[config.mk]
export PLATFORM = sky130hd
export DESIGN_NAME = pic_exec_core_flat
export DESIGN_NICKNAME = d
export VERILOG_FILES = /design/src/rtl/pic_exec_pkg.sv /design/src/rtl/pic_exec_core_if.sv /design/src/rtl/pic_alu.sv /design/src/rtl/pic_exec_core.sv /design/src/flat_wrapper.sv
export SDC_FILE = /design/constraint.sdc
export NUM_CORES = 1
export LEC_CHECK = 0
export ABC_AREA = 1
export BUFFER_PORTS_ARGS = -buffer_cell sky130_fd_sc_hd__buf_2
export CAP_MARGIN = 15
export CORE_ASPECT_RATIO = 1.1
export CORE_UTILIZATION = 34
export DETAILED_ROUTE_END_ITERATION = 8
export SYNTH_ARGS = -nofsm -noshare
export SYNTH_HDL_FRONTEND = slang
export SYNTH_HIERARCHICAL = 1
export SYNTH_SLANG_ARGS = --single-unit
[constraint.sdc]
create_clock -name clk -period 7.1 [get_ports clk]
set_input_delay 1.42 -clock clk [delete_from_list [all_inputs] [get_ports clk]]
set_output_delay 1.42 -clock clk [all_outputs]
set_load 0.05 [all_outputs]
[src/rtl/pic_exec_pkg.sv]
`default_nettype none
// ============================================================================
//  Module      : pic_exec_pkg
//  Description : Shared types and instruction-field positions for the
//                PIC16-style execution core (instruction classes, ALU
//                operation codes, bit positions of the 14-bit opcode fields).
//  Ports       : none (package)
//  Revision    : 1.0 - initial release
// ============================================================================
package pic_exec_pkg;

    // Instruction class lives in instr[13:12]
    typedef enum logic [1:0] {
        CLS_BYTE = 2'b00,
        CLS_BIT  = 2'b01,
        CLS_JUMP = 2'b10,
        CLS_LIT  = 2'b11
    } instr_class_e;

    // Byte-oriented opcodes map one-to-one onto these codes, so the decoder
    // can cast instr[11:8] straight into this type for class 00.
    typedef enum logic [3:0] {
        ALU_MOVW  = 4'h0,   // pass W (MOVWF / NOP)
        ALU_CLR   = 4'h1,
        ALU_SUB   = 4'h2,   // B - W
        ALU_DEC   = 4'h3,
        ALU_IOR   = 4'h4,
        ALU_AND   = 4'h5,
        ALU_XOR   = 4'h6,
        ALU_ADD   = 4'h7,
        ALU_MOVB  = 4'h8,   // pass B (MOVF / MOVLW / bit ops)
        ALU_COM   = 4'h9,
        ALU_INC   = 4'hA,
        ALU_DECSZ = 4'hB,
        ALU_RRF   = 4'hC,
        ALU_RLF   = 4'hD,
        ALU_SWAP  = 4'hE,
        ALU_INCSZ = 4'hF
    } alu_op_e;

    localparam int C_CLS_HI  = 13;
    localparam int C_CLS_LO  = 12;
    localparam int C_OP_HI   = 11;
    localparam int C_OP_LO   = 8;
    localparam int C_D_BIT   = 7;
    localparam int C_BIT_HI  = 9;
    localparam int C_BIT_LO  = 7;
    localparam int C_BSF_BIT = 10;   // within class 01: 0 = BCF, 1 = BSF
    localparam int C_TST_BIT = 11;   // within class 01: 1 = bit test
    localparam int C_JMP_HI  = 10;
    localparam int C_JMP_LO  = 0;
    localparam int C_FA_HI   = 6;

endpackage
`default_nettype wire

[src/rtl/pic_exec_core_if.sv]
`default_nettype none
// ============================================================================
//  Module      : pic_exec_core_if
//  Description : Bus between the execution core and its memories.
//                master = core side, slave = memory side.
//  Signals     : instr   - instruction at address pc (from program memory)
//                f_rdata - file register read data at f_addr
//                pc      - program counter
//                f_addr  - file register address
//                f_wdata - file register write data
//                f_we    - file register write enable
//  Revision    : 1.0 - initial release
// ============================================================================
interface pic_exec_core_if #(
    parameter int PC_W   = 13,
    parameter int DATA_W = 8
);
    logic [13:0]       instr;
    logic [DATA_W-1:0] f_rdata;
    logic [PC_W-1:0]   pc;
    logic [6:0]        f_addr;
    logic [DATA_W-1:0] f_wdata;
    logic              f_we;

    modport master (
        input  instr, f_rdata,
        output pc, f_addr, f_wdata, f_we
    );

    modport slave (
        output instr, f_rdata,
        input  pc, f_addr, f_wdata, f_we
    );
endinterface
`default_nettype wire

[src/rtl/pic_alu.sv]
`default_nettype none
// ============================================================================
//  Module      : pic_alu
//  Description : Purely combinational ALU of the execution core.
//  Ports       : op     - operation code
//                a      - operand A (W accumulator)
//                b      - operand B (file register data or literal)
//                c_in   - current carry flag (rotates)
//                result - operation result
//                z      - result is zero
//                dc     - nibble carry / nibble no-borrow (ADD/SUB)
//                c      - carry / no-borrow / rotated-out bit, else c_in
//                skip   - DECFSZ/INCFSZ result reached zero
//  Revision    : 1.0 - initial release
// ============================================================================
module pic_alu
    import pic_exec_pkg::*;
#(
    parameter int DATA_W = 8
) (
    input  alu_op_e           op,
    input  logic [DATA_W-1:0] a,
    input  logic [DATA_W-1:0] b,
    input  logic              c_in,
    output logic [DATA_W-1:0] result,
    output logic              z,
    output logic              dc,
    output logic              c,
    output logic              skip
);

    logic [DATA_W:0]   sum;
    logic [4:0]        nib_sum;
    logic [DATA_W-1:0] one;

    always_comb begin
        one     = {{(DATA_W-1){1'b0}}, 1'b1};
        sum     = {1'b0, b} + {1'b0, a};
        nib_sum = {1'b0, b[3:0]} + {1'b0, a[3:0]};
        result  = a;
        dc      = 1'b0;
        c       = c_in;
        case (op)
            ALU_MOVW:  result = a;
            ALU_CLR:   result = '0;
            ALU_SUB: begin
                // PIC carry semantics for subtraction are "no borrow"
                result = b - a;
                c      = (b >= a);
                dc     = (b[3:0] >= a[3:0]);
            end
            ALU_DEC:   result = b - one;
            ALU_IOR:   result = b | a;
            ALU_AND:   result = b & a;
            ALU_XOR:   result = b ^ a;
            ALU_ADD: begin
                result = sum[DATA_W-1:0];
                c      = sum[DATA_W];
                dc     = nib_sum[4];
            end
            ALU_MOVB:  result = b;
            ALU_COM:   result = ~b;
            ALU_INC:   result = b + one;
            ALU_DECSZ: result = b - one;
            ALU_RRF: begin
                result = {c_in, b[DATA_W-1:1]};
                c      = b[0];
            end
            ALU_RLF: begin
                result = {b[DATA_W-2:0], c_in};
                c      = b[DATA_W-1];
            end
            ALU_SWAP:  result = {b[DATA_W/2-1:0], b[DATA_W-1:DATA_W/2]};
            ALU_INCSZ: result = b + one;
            default:   result = a;
        endcase
        z    = (result == '0);
        skip = ((op == ALU_DECSZ) || (op == ALU_INCSZ)) && z;
    end

endmodule
`default_nettype wire

[src/rtl/pic_exec_core.sv]
`default_nettype none
// ============================================================================
//  Module      : pic_exec_core
//  Description : Single-cycle PIC16-style execution core. Holds PC, W and
//                STATUS (Z, DC, C); decodes the current 14-bit instruction,
//                drives the ALU and issues file-register write requests.
//  Ports       : clk         - system clock, rising edge
//                reset       - asynchronous active-low reset
//                bus         - memory bus (instr, f_rdata in; pc, f_addr,
//                              f_wdata, f_we out)
//                w_reg       - W accumulator
//                alu_op      - decoded ALU operation
//                sel_literal - ALU operand B is the literal instr[7:0]
//                z, dc, c    - STATUS flags
//  Revision    : 1.0 - initial release
// ============================================================================
module pic_exec_core
    import pic_exec_pkg::*;
#(
    parameter int PC_W   = 13,
    parameter int DATA_W = 8
) (
    input  logic              clk,
    input  logic              reset,
    pic_exec_core_if.master   bus,
    output logic [DATA_W-1:0] w_reg,
    output logic [3:0]        alu_op,
    output logic              sel_literal,
    output logic              z,
    output logic              dc,
    output logic              c
);

    logic [PC_W-1:0]   pc_q, pc_d;
    logic [DATA_W-1:0] w_q, w_d;
    logic              z_q, z_d, dc_q, dc_d, c_q, c_d;

    instr_class_e      cls;
    alu_op_e           op_sel;
    logic [3:0]        op_field;
    logic [2:0]        bit_idx;
    logic [DATA_W-1:0] alu_b, bit_mask, bit_result, result;
    logic              wr_f, wr_w, upd_z, upd_c, upd_dc;
    logic              use_bit, bit_skip, is_jump, sel_lit, skip;

    logic [DATA_W-1:0] alu_result;
    logic              alu_z, alu_dc, alu_c, alu_skip;

    // ------------------------------------------------------------------
    // Decode
    // ------------------------------------------------------------------
    always_comb begin
        cls      = instr_class_e'(bus.instr[C_CLS_HI:C_CLS_LO]);
        op_field = bus.instr[C_OP_HI:C_OP_LO];
        bit_idx  = bus.instr[C_BIT_HI:C_BIT_LO];
        op_sel   = ALU_MOVW;
        sel_lit  = 1'b0;
        wr_f     = 1'b0;
        wr_w     = 1'b0;
        upd_z    = 1'b0;
        upd_c    = 1'b0;
        upd_dc   = 1'b0;
        use_bit  = 1'b0;
        bit_skip = 1'b0;
        is_jump  = 1'b0;
        case (cls)
            CLS_BYTE: begin
                op_sel = alu_op_e'(op_field);
                wr_f   = bus.instr[C_D_BIT];
                // op 0000 with d=0 is NOP: nothing to write
                wr_w   = !bus.instr[C_D_BIT] && (op_sel != ALU_MOVW);
                case (op_sel)
                    ALU_CLR, ALU_DEC, ALU_IOR, ALU_AND, ALU_XOR,
                    ALU_MOVB, ALU_COM, ALU_INC: upd_z = 1'b1;
                    ALU_SUB, ALU_ADD: begin
                        upd_z  = 1'b1;
                        upd_c  = 1'b1;
                        upd_dc = 1'b1;
                    end
                    ALU_RRF, ALU_RLF: upd_c = 1'b1;
                    default: ;
                endcase
            end
            CLS_BIT: begin
                op_sel  = ALU_MOVB;
                use_bit = 1'b1;
                if (bus.instr[C_TST_BIT]) begin
                    // BTFSC skips on clear, BTFSS on set
                    bit_skip = (bus.f_rdata[bit_idx] == bus.instr[C_BSF_BIT]);
                end else begin
                    wr_f = 1'b1;
                end
            end
            CLS_JUMP: is_jump = 1'b1;
            CLS_LIT: begin
                sel_lit = 1'b1;
                casez (op_field)
                    4'b0???: begin          // MOVLW, RETLW (no stack)
                        op_sel = ALU_MOVB;
                        wr_w   = 1'b1;
                    end
                    4'b1000: begin
                        op_sel = ALU_IOR;
                        wr_w   = 1'b1;
                        upd_z  = 1'b1;
                    end
                    4'b1001: begin
                        op_sel = ALU_AND;
                        wr_w   = 1'b1;
                        upd_z  = 1'b1;
                    end
                    4'b1010: begin
                        op_sel = ALU_XOR;
                        wr_w   = 1'b1;
                        upd_z  = 1'b1;
                    end
                    4'b110?: begin
                        op_sel = ALU_SUB;
                        wr_w   = 1'b1;
                        upd_z  = 1'b1;
                        upd_c  = 1'b1;
                        upd_dc = 1'b1;
                    end
                    4'b111?: begin
                        op_sel = ALU_ADD;
                        wr_w   = 1'b1;
                        upd_z  = 1'b1;
                        upd_c  = 1'b1;
                        upd_dc = 1'b1;
                    end
                    default: ;              // 1011 is undefined: NOP
                endcase
            end
            default: ;
        endcase
    end

    // ------------------------------------------------------------------
    // Datapath
    // ------------------------------------------------------------------
    always_comb begin
        alu_b      = sel_lit ? bus.instr[DATA_W-1:0] : bus.f_rdata;
        bit_mask   = {{(DATA_W-1){1'b0}}, 1'b1} << bit_idx;
        bit_result = bus.instr[C_BSF_BIT] ? (bus.f_rdata | bit_mask)
                                          : (bus.f_rdata & ~bit_mask);
        result     = use_bit ? bit_result : alu_result;
    end

    pic_alu #(
        .DATA_W (DATA_W)
    ) u_alu (
        .op     (op_sel),
        .a      (w_q),
        .b      (alu_b),
        .c_in   (c_q),
        .result (alu_result),
        .z      (alu_z),
        .dc     (alu_dc),
        .c      (alu_c),
        .skip   (alu_skip)
    );

    // ------------------------------------------------------------------
    // Next state
    // ------------------------------------------------------------------
    always_comb begin
        skip = alu_skip | bit_skip;
        w_d  = wr_w   ? result : w_q;
        z_d  = upd_z  ? alu_z  : z_q;
        dc_d = upd_dc ? alu_dc : dc_q;
        c_d  = upd_c  ? alu_c  : c_q;
        if (is_jump) begin
            // GOTO and CALL alike: no return stack
            pc_d = {{(PC_W-11){1'b0}}, bus.instr[C_JMP_HI:C_JMP_LO]};
        end else begin
            pc_d = pc_q + (skip ? PC_W'(2) : PC_W'(1));
        end
    end

    always_ff @(posedge clk or negedge reset) begin
        if (!reset) begin
            pc_q <= '0;
            w_q  <= '0;
            z_q  <= 1'b0;
            dc_q <= 1'b0;
            c_q  <= 1'b0;
        end else begin
            pc_q <= pc_d;
            w_q  <= w_d;
            z_q  <= z_d;
            dc_q <= dc_d;
            c_q  <= c_d;
        end
    end

    // ------------------------------------------------------------------
    // Outputs
    // ------------------------------------------------------------------
    assign bus.pc      = pc_q;
    assign bus.f_addr  = bus.instr[C_FA_HI:0];
    assign bus.f_wdata = result;
    // Write enable is combinational, so it must be masked while in reset
    assign bus.f_we    = wr_f & reset;
    assign w_reg       = w_q;
    assign alu_op      = op_sel;
    assign sel_literal = sel_lit;
    assign z           = z_q;
    assign dc          = dc_q;
    assign c           = c_q;

endmodule
`default_nettype wire

[src/flat_wrapper.sv]
// flat-port wrapper written by rule: the top's interface ports become plain ports
module pic_exec_core_flat import pic_exec_pkg::*;
#(
    parameter int PC_W   = 13,
    parameter int DATA_W = 8
)
  (clk, reset, w_reg, alu_op, sel_literal, z, dc, c, bus_instr, bus_f_rdata, bus_pc, bus_f_addr, bus_f_wdata, bus_f_we);
  pic_exec_core_if #(.PC_W(PC_W), .DATA_W(DATA_W)) bus_i ();
  input  logic clk;
  input  logic reset;
  output logic [DATA_W-1:0] w_reg;
  output logic [3:0] alu_op;
  output logic sel_literal;
  output logic z;
  output logic dc;
  output logic c;
  input wire logic [$bits(bus_i.instr)-1:0] bus_instr;
  input wire logic [$bits(bus_i.f_rdata)-1:0] bus_f_rdata;
  output wire logic [$bits(bus_i.pc)-1:0] bus_pc;
  output wire logic [$bits(bus_i.f_addr)-1:0] bus_f_addr;
  output wire logic [$bits(bus_i.f_wdata)-1:0] bus_f_wdata;
  output wire logic [$bits(bus_i.f_we)-1:0] bus_f_we;
  assign bus_i.instr = bus_instr;
  assign bus_i.f_rdata = bus_f_rdata;
  assign bus_pc = bus_i.pc;
  assign bus_f_addr = bus_i.f_addr;
  assign bus_f_wdata = bus_i.f_wdata;
  assign bus_f_we = bus_i.f_we;
  pic_exec_core #(.PC_W(PC_W), .DATA_W(DATA_W)) u_core (.clk(clk), .reset(reset), .bus(bus_i), .w_reg(w_reg), .alu_op(alu_op), .sel_literal(sel_literal), .z(z), .dc(dc), .c(c));
endmodule
======== Yosys cells after proc, flatten, opt, wreduce, memory -nomap -nowiden ========
Index checks and enable logic that the tools add are counted.
storage, ports and cells
  register bits after elaboration ......... 24
  input port bits ......................... 24
  output and inout bits ................... 45
  logic and storage cells ................. 105
operators by class
  add/sub/neg operators ................... 6
  magnitude comparators ................... 3
  equal/unequal tests ..................... 33
  shift-type cells ........................ 1
  muxes and demuxes ....................... 29
  bitwise operators ....................... 10
  reductions and logical operators ........ 18
operator list
  cell                                                 count
  case mux 8 bit (14 select lines)                     1
  equality test 4 bit, second input constant           13
  equality test 4 x 3 -> 1 bit, second input constant  8
  2-to-1 mux 8 bit                                     3
  case mux 4 bit (6 select lines)                      1
  AND 8 bit                                            2
  equality test 4 x 2 -> 1 bit, second input constant  4
  NOT 8 bit                                            2
  OR 8 bit                                             2
  adder 13 bit                                         1
  2-to-1 mux 1 bit                                     13
  2-to-1 mux 13 bit                                    1
  case mux 1 bit (2 select lines)                      6
  case mux 4 bit (3 select lines)                      1
  OR reduction 10 bit                                  1
  adder 8 x 8 -> 9 bit                                 1
  adder 8 x 1 -> 8 bit, second input constant          1
  equality test 4 x 1 -> 1 bit, second input constant  2
  greater-or-equal comparator 8 bit                    1
  logical NOT 8 bit                                    1
  nonzero test 4 bit                                   2
  OR reduction 2 bit                                   4
  left shift 1 x 3 -> 8 bit, first input constant      1
  subtractor 8 x 1 -> 8 bit, second input constant     1
  24 further kinds                                     27

======== Longest topological paths before layout ========
  word-level depth ........................ 12
  mapped depth ............................ 40
  gate-level depth less buffers ........... 39

======== Modules after synthesis ========
Netlist, hierarchy kept.
by module, submodules not included
  module         times used  cells an instance  area each (um^2)  sequential area each (um^2)
  pic_exec_core  1           298                1975.6            600.6
  pic_alu        1           385                1964.4            0.0

======== Worst setup path before layout ========
No wires, ideal clock.
  path type ............................... input -> output
  start ................................... in bus_instr[12]
  end ..................................... out bus_f_wdata[4]
  arrival ................................. 6096 ps
  required time ........................... 5680 ps
  setup slack ............................. -416 ps
  stages .................................. 24
  path buffers ............................ 1
  cell sequence ........................... ha_1 clkbuf_1 o21ai_2 a211o_1 a21oi_1 nand2_1 inv_2 nand2_4 nand2_8 nand2_1 nand2_1 inv_1 ha_1 inv_1 nand2_1 nand3_1 nand2_1 nand2_1 nand3_1 nand2_1 nand2_1 inv_1 inv_1 o21ai_0
between the ends
  longest elaborated chain between the ends .. 6
  elaborated cells between the ends (all ways) .. 35
  those cells by class .................... 4 x add/sub; 17 x eq/ne; 6 x mux; 4 x bitwise; 4 x reduce/logical
ends and longest elaborated chain
  element                                                                     line                  source
  from (decl)                                                                 flat_wrapper.sv:17    input wire logic [$bits(bus_i.instr)-1:0] bus_instr;
  equality test 2 bit, or another cell as far along                           pic_exec_core.sv:66   case (cls)
  case mux 4 bit (3 select lines) (*)                                         pic_exec_core.sv:66
  via alu_op[2]                                                               flat_wrapper.sv:12    output logic [3:0] alu_op;
  equality test 4 bit / equality test 4 x 2 -> 1 bit (equally long branches)  pic_alu.sv:43         case (op)
  OR reduction 2 bit (no source line)                                         --
  case mux 8 bit (14 select lines) (*)                                        pic_alu.sv:43
  via u_core.alu_result[4]                                                    pic_exec_core.sv:46   logic [DATA_W-1:0] alu_result;
  2-to-1 mux 8 bit (*)                                                        pic_exec_core.sv:146  result = use_bit ? bit_result : alu_result;
  to (decl)                                                                   flat_wrapper.sv:21    output wire logic [$bits(bus_i.f_wdata)-1:0] bus_f_wdata;
Mark *: on every way through the listed nets, which the timed path passes. The rest lies on a longest branch.

======== Final worst setup path ========
  start ................................... in bus_instr[13]
  end ..................................... out bus_f_wdata[6]
between the ends
  longest elaborated chain between the ends .. 6
  elaborated cells between the ends (all ways) .. 35
  those cells by class .................... 4 x add/sub; 17 x eq/ne; 6 x mux; 4 x bitwise; 4 x reduce/logical
ends and longest elaborated chain
  element                                             line                          source
  equality test 2 bit (*)                             pic_exec_core.sv:66
  2-to-1 mux 1 bit (*)                                pic_exec_core.sv:66
  2-to-1 mux 8 bit (*)                                pic_exec_core.sv:142          alu_b = sel_lit ? bus.instr[DATA_W-1:0] : bus.f_rdata;
  via u_core.alu_b[0]                                 pic_exec_core.sv:42           logic [DATA_W-1:0] alu_b, bit_mask, bit_result, result;
  adder 8 x 1 -> 8 bit, or another cell as far along  pic_alu.sv:63, pic_alu.sv:74
  case mux 8 bit (14 select lines) (*)                pic_alu.sv:43
  via u_core.alu_result[6]                            pic_exec_core.sv:46
  2-to-1 mux 8 bit (*)                                pic_exec_core.sv:146
Marked as above.

==> metrics.cfg <==
[clocking]
clock-sinks = 24
root_buffer = clkbuf_16
cts-resized-gates = 0
cts_tree = done
numCtsBuffers = 3
holdBufCountCts = 0
cts_max_path_buffers = 2
insertion_delay_ps = 270
htree_levels = 1
path_clk_slew_ps = 70
post_cts_buffers = 0

[floorplan]
pin_count = 69
initial_core_util_pct = 35.46
core_region_area_mm2 = 0.01111
rows = 40
die_x_um = 104.6
die-area_mm2 = 0.01202
die_h_um = 114.9

[timing]
slew_viol_final = 0
final_hold_viol_count = 0
maxSlewHeadroom_pct = 52.46
finalCritPeriodShare_pct = 91.84
clock_skew_ps = 2.962
fmax_mhz = 153.4
setup-violations-final = 0
rsz0062_at_grt = no
tightest_slew_ps = 705.7
tns_ps = 0
period_minus_slack_ps = 6521
setup_ws_ps = 579.1

[placed_design]
io_buffers = 68
dp.cells = 887
dp_hpwl_mm = 12.20
place_ws_ps = 678.1
place_area_mm2 = 0.004402
gp_congestion = 0.9398

[worst_setup_path]
slowest_delay_ps = 510
crit_chain = buf_2, ha_1, o21ai_0, inv_1, ha_1, inv_1, fa_1, nand2_1, nand2_1, nand2_1, nand2_1, a21oi_1, o21ai_0, nand2_1, nor2_1, nand2_1, nand2_1, inv_1, nor2_1, a31oi_1, buf_2
crit_family = adder cells
crit_slowest_cell = ha_1
crit_buf_inv = 5
critical_path.endpoint_type = primary output
crit_path_frequent_cell = nand2_1
cp_max_fo = 18
start_kind = primary input
worstSetupPathType = in -> out
critPathRequiredTime_ps = 5680
cp.arrival_ps = 5100

[grt]
grt_pass1_wl_mm = 23.81
grt_pass1_vias = 4489
grt_max_degree = 26
antenna_found_initial = 0
grt-ovfl-total = 0
grt_use_total_pct = 25.11

[drt]
dr.pass1.iters = 5
viasPerCell = 5.345
drt_wl_total_mm = 14.95
drc_errors = 0
first_iter_violations = 340
ant_nets = 0
post_drt_wl_per_cell_um = 16.78
vias = 4762

[yosys]
synth_edf_count = 0
ys.flop_type = dfrtp_1
synth_warnings = 6
synth_fp_nets = 742
avgSynthCellArea_um2 = 5.769
ys_ff_latch = 24
async_flop_share_pct = 100.0
synth-seq-area-share_pct = 15.24
netlist_instances = 683
ys_types = 41
syn_area_mm2 = 0.003940

[pwr]
power.density_mw_per_mm2 = 235.3
p_leak_uw = 0.002412
irDropWorstVdd_mv = 0.1887

[hold_path]
hp-class = reg -> reg

[layout]
finalNonFillerCells = 891
multi_input_area_mm2 = 0.002826
regArea_um2 = 600.6
area_delta_synth_final_pct = 14.39
largest_register_ffs = 13
fin_area_mm2 = 0.004507
num_antenna_cells = 0
drive_gt1_share_pct = 15.46
num-fill-cells = 1278
fin_nets = 804

[run]
cap_viol_max_count = 0

[outcome]
status = complete, no violations

cell type report:
class / instances / area share, %
clock buffer: 3 / 1.666
clock inverter: 1 / 0.6663
inverter: 100 / 8.495
multi-input combinational: 539 / 62.72
sequential: 24 / 13.33
tap: 147 / 4.081
timing repair buffer: 77 / 9.051
cell usage after synthesis (8+ instances only):
master / count / area share (%)
inv_1: 90 / 8.6
a21oi_1: 24 / 3.0
nand3_1: 50 / 6.4
ha_1: 32 / 10
nand4_1: 9 / 1.4
nand2_1: 235 / 22
o21ai_0: 60 / 7.6
o22ai_1: 10 / 1.6
inv_2: 8 / 0.76
nor2_1: 55 / 5.2
dfrtp_1: 24 / 15
worst paths after layout:
path | to | cells past startpoint | slack (ps) | from
setup / recovery | bus_f_wdata[6] | 21 | 580 | bus_instr[13]
hold / removal | u_core/z | 2 | 460 | u_core/z
setup reg to reg | u_core/bus.pc[10] | 27 | 2930 | u_core/w_reg[0]
hold reg to reg | u_core/z | 2 | 460 | u_core/z
max in group asynchronous | u_core/bus.pc[11] | 1 | 5520 | reset
min in group asynchronous | u_core/dc | 1 | 1170 | reset
worst reg2reg max path: stages (launching register included):
cell     delay (ps)
dfrtp_1         470
ha_1            230
inv_1            80
fa_1            420
nand2_1         100
nand2_1         120
nand2_1          90
nand2_1          90
o21ai_0         180
nand2_1          70
nor2_1          210
nand2_1          80
nand2_1         130
nand2_1          80
nor2_1          110
nand2_1         100
nor2_2           90
inv_1            50
nand2_1         130
inv_1            60
ha_1            210
fa_1            420
nand3_2         120
nor2_2           60
nand2_1          90
nor2_1           50
xor2_1          120
o21ai_1          70
where the power goes:
| group | switching (uW) | internal (uW) | total, uW |
|---|---|---|---|
| Combinational | 497 | 177 | 674 |
| Clock | 55.3 | 112 | 168 |
| Sequential | 48.2 | 170 | 218 |
through the flow:
step | utilization (%) | total power (uW) | hold WS, ps
after floorplan | - | 698.2 | 750.1
after global placement | 39.62 | 883.8 | 451.2
after detailed placement | 39.62 | 884.2 | 455.4
after CTS | 40.56 | 1057 | 471.5
after global routing | 40.56 | 1135 | 488.6
final | 40.56 | 1060 | 464.2
logic make-up (layout without fill, tap and decap cells):
logic type | Yosys count | in the layout | share of synthesized area, %
buf+inv | 120 | 181 | 13.21
simple gates | 376 | 376 | 40.84
xor+xnor | 8 | 8 | 1.778
fa+ha+maj | 35 | 35 | 11.69
compound gates | 120 | 120 | 17.24
flops | 24 | 24 | 15.24
cell usage in the layout (no fill, tap or decap), drive strengths merged, types with 3 or more instances in the layout:
master / count
inv: 100
o211ai: 5
dfrtp: 24
nand2: 242
o21ai: 69
ha: 32
o41ai: 3
fa: 3
nor2: 62
xnor2: 3
nor3: 7
nand4: 9
a21oi: 24
xor2: 5
o22ai: 10
clkbuf: 3
nand3: 53
buf: 77
metal layers:
metal	wire length [um]	GRT usage [%]
met1	6169	31.50
met5	0	0
met4	635	12.21
met3	899	1.020
met2	7244	44.59
(Power assumes the default switching activity.)
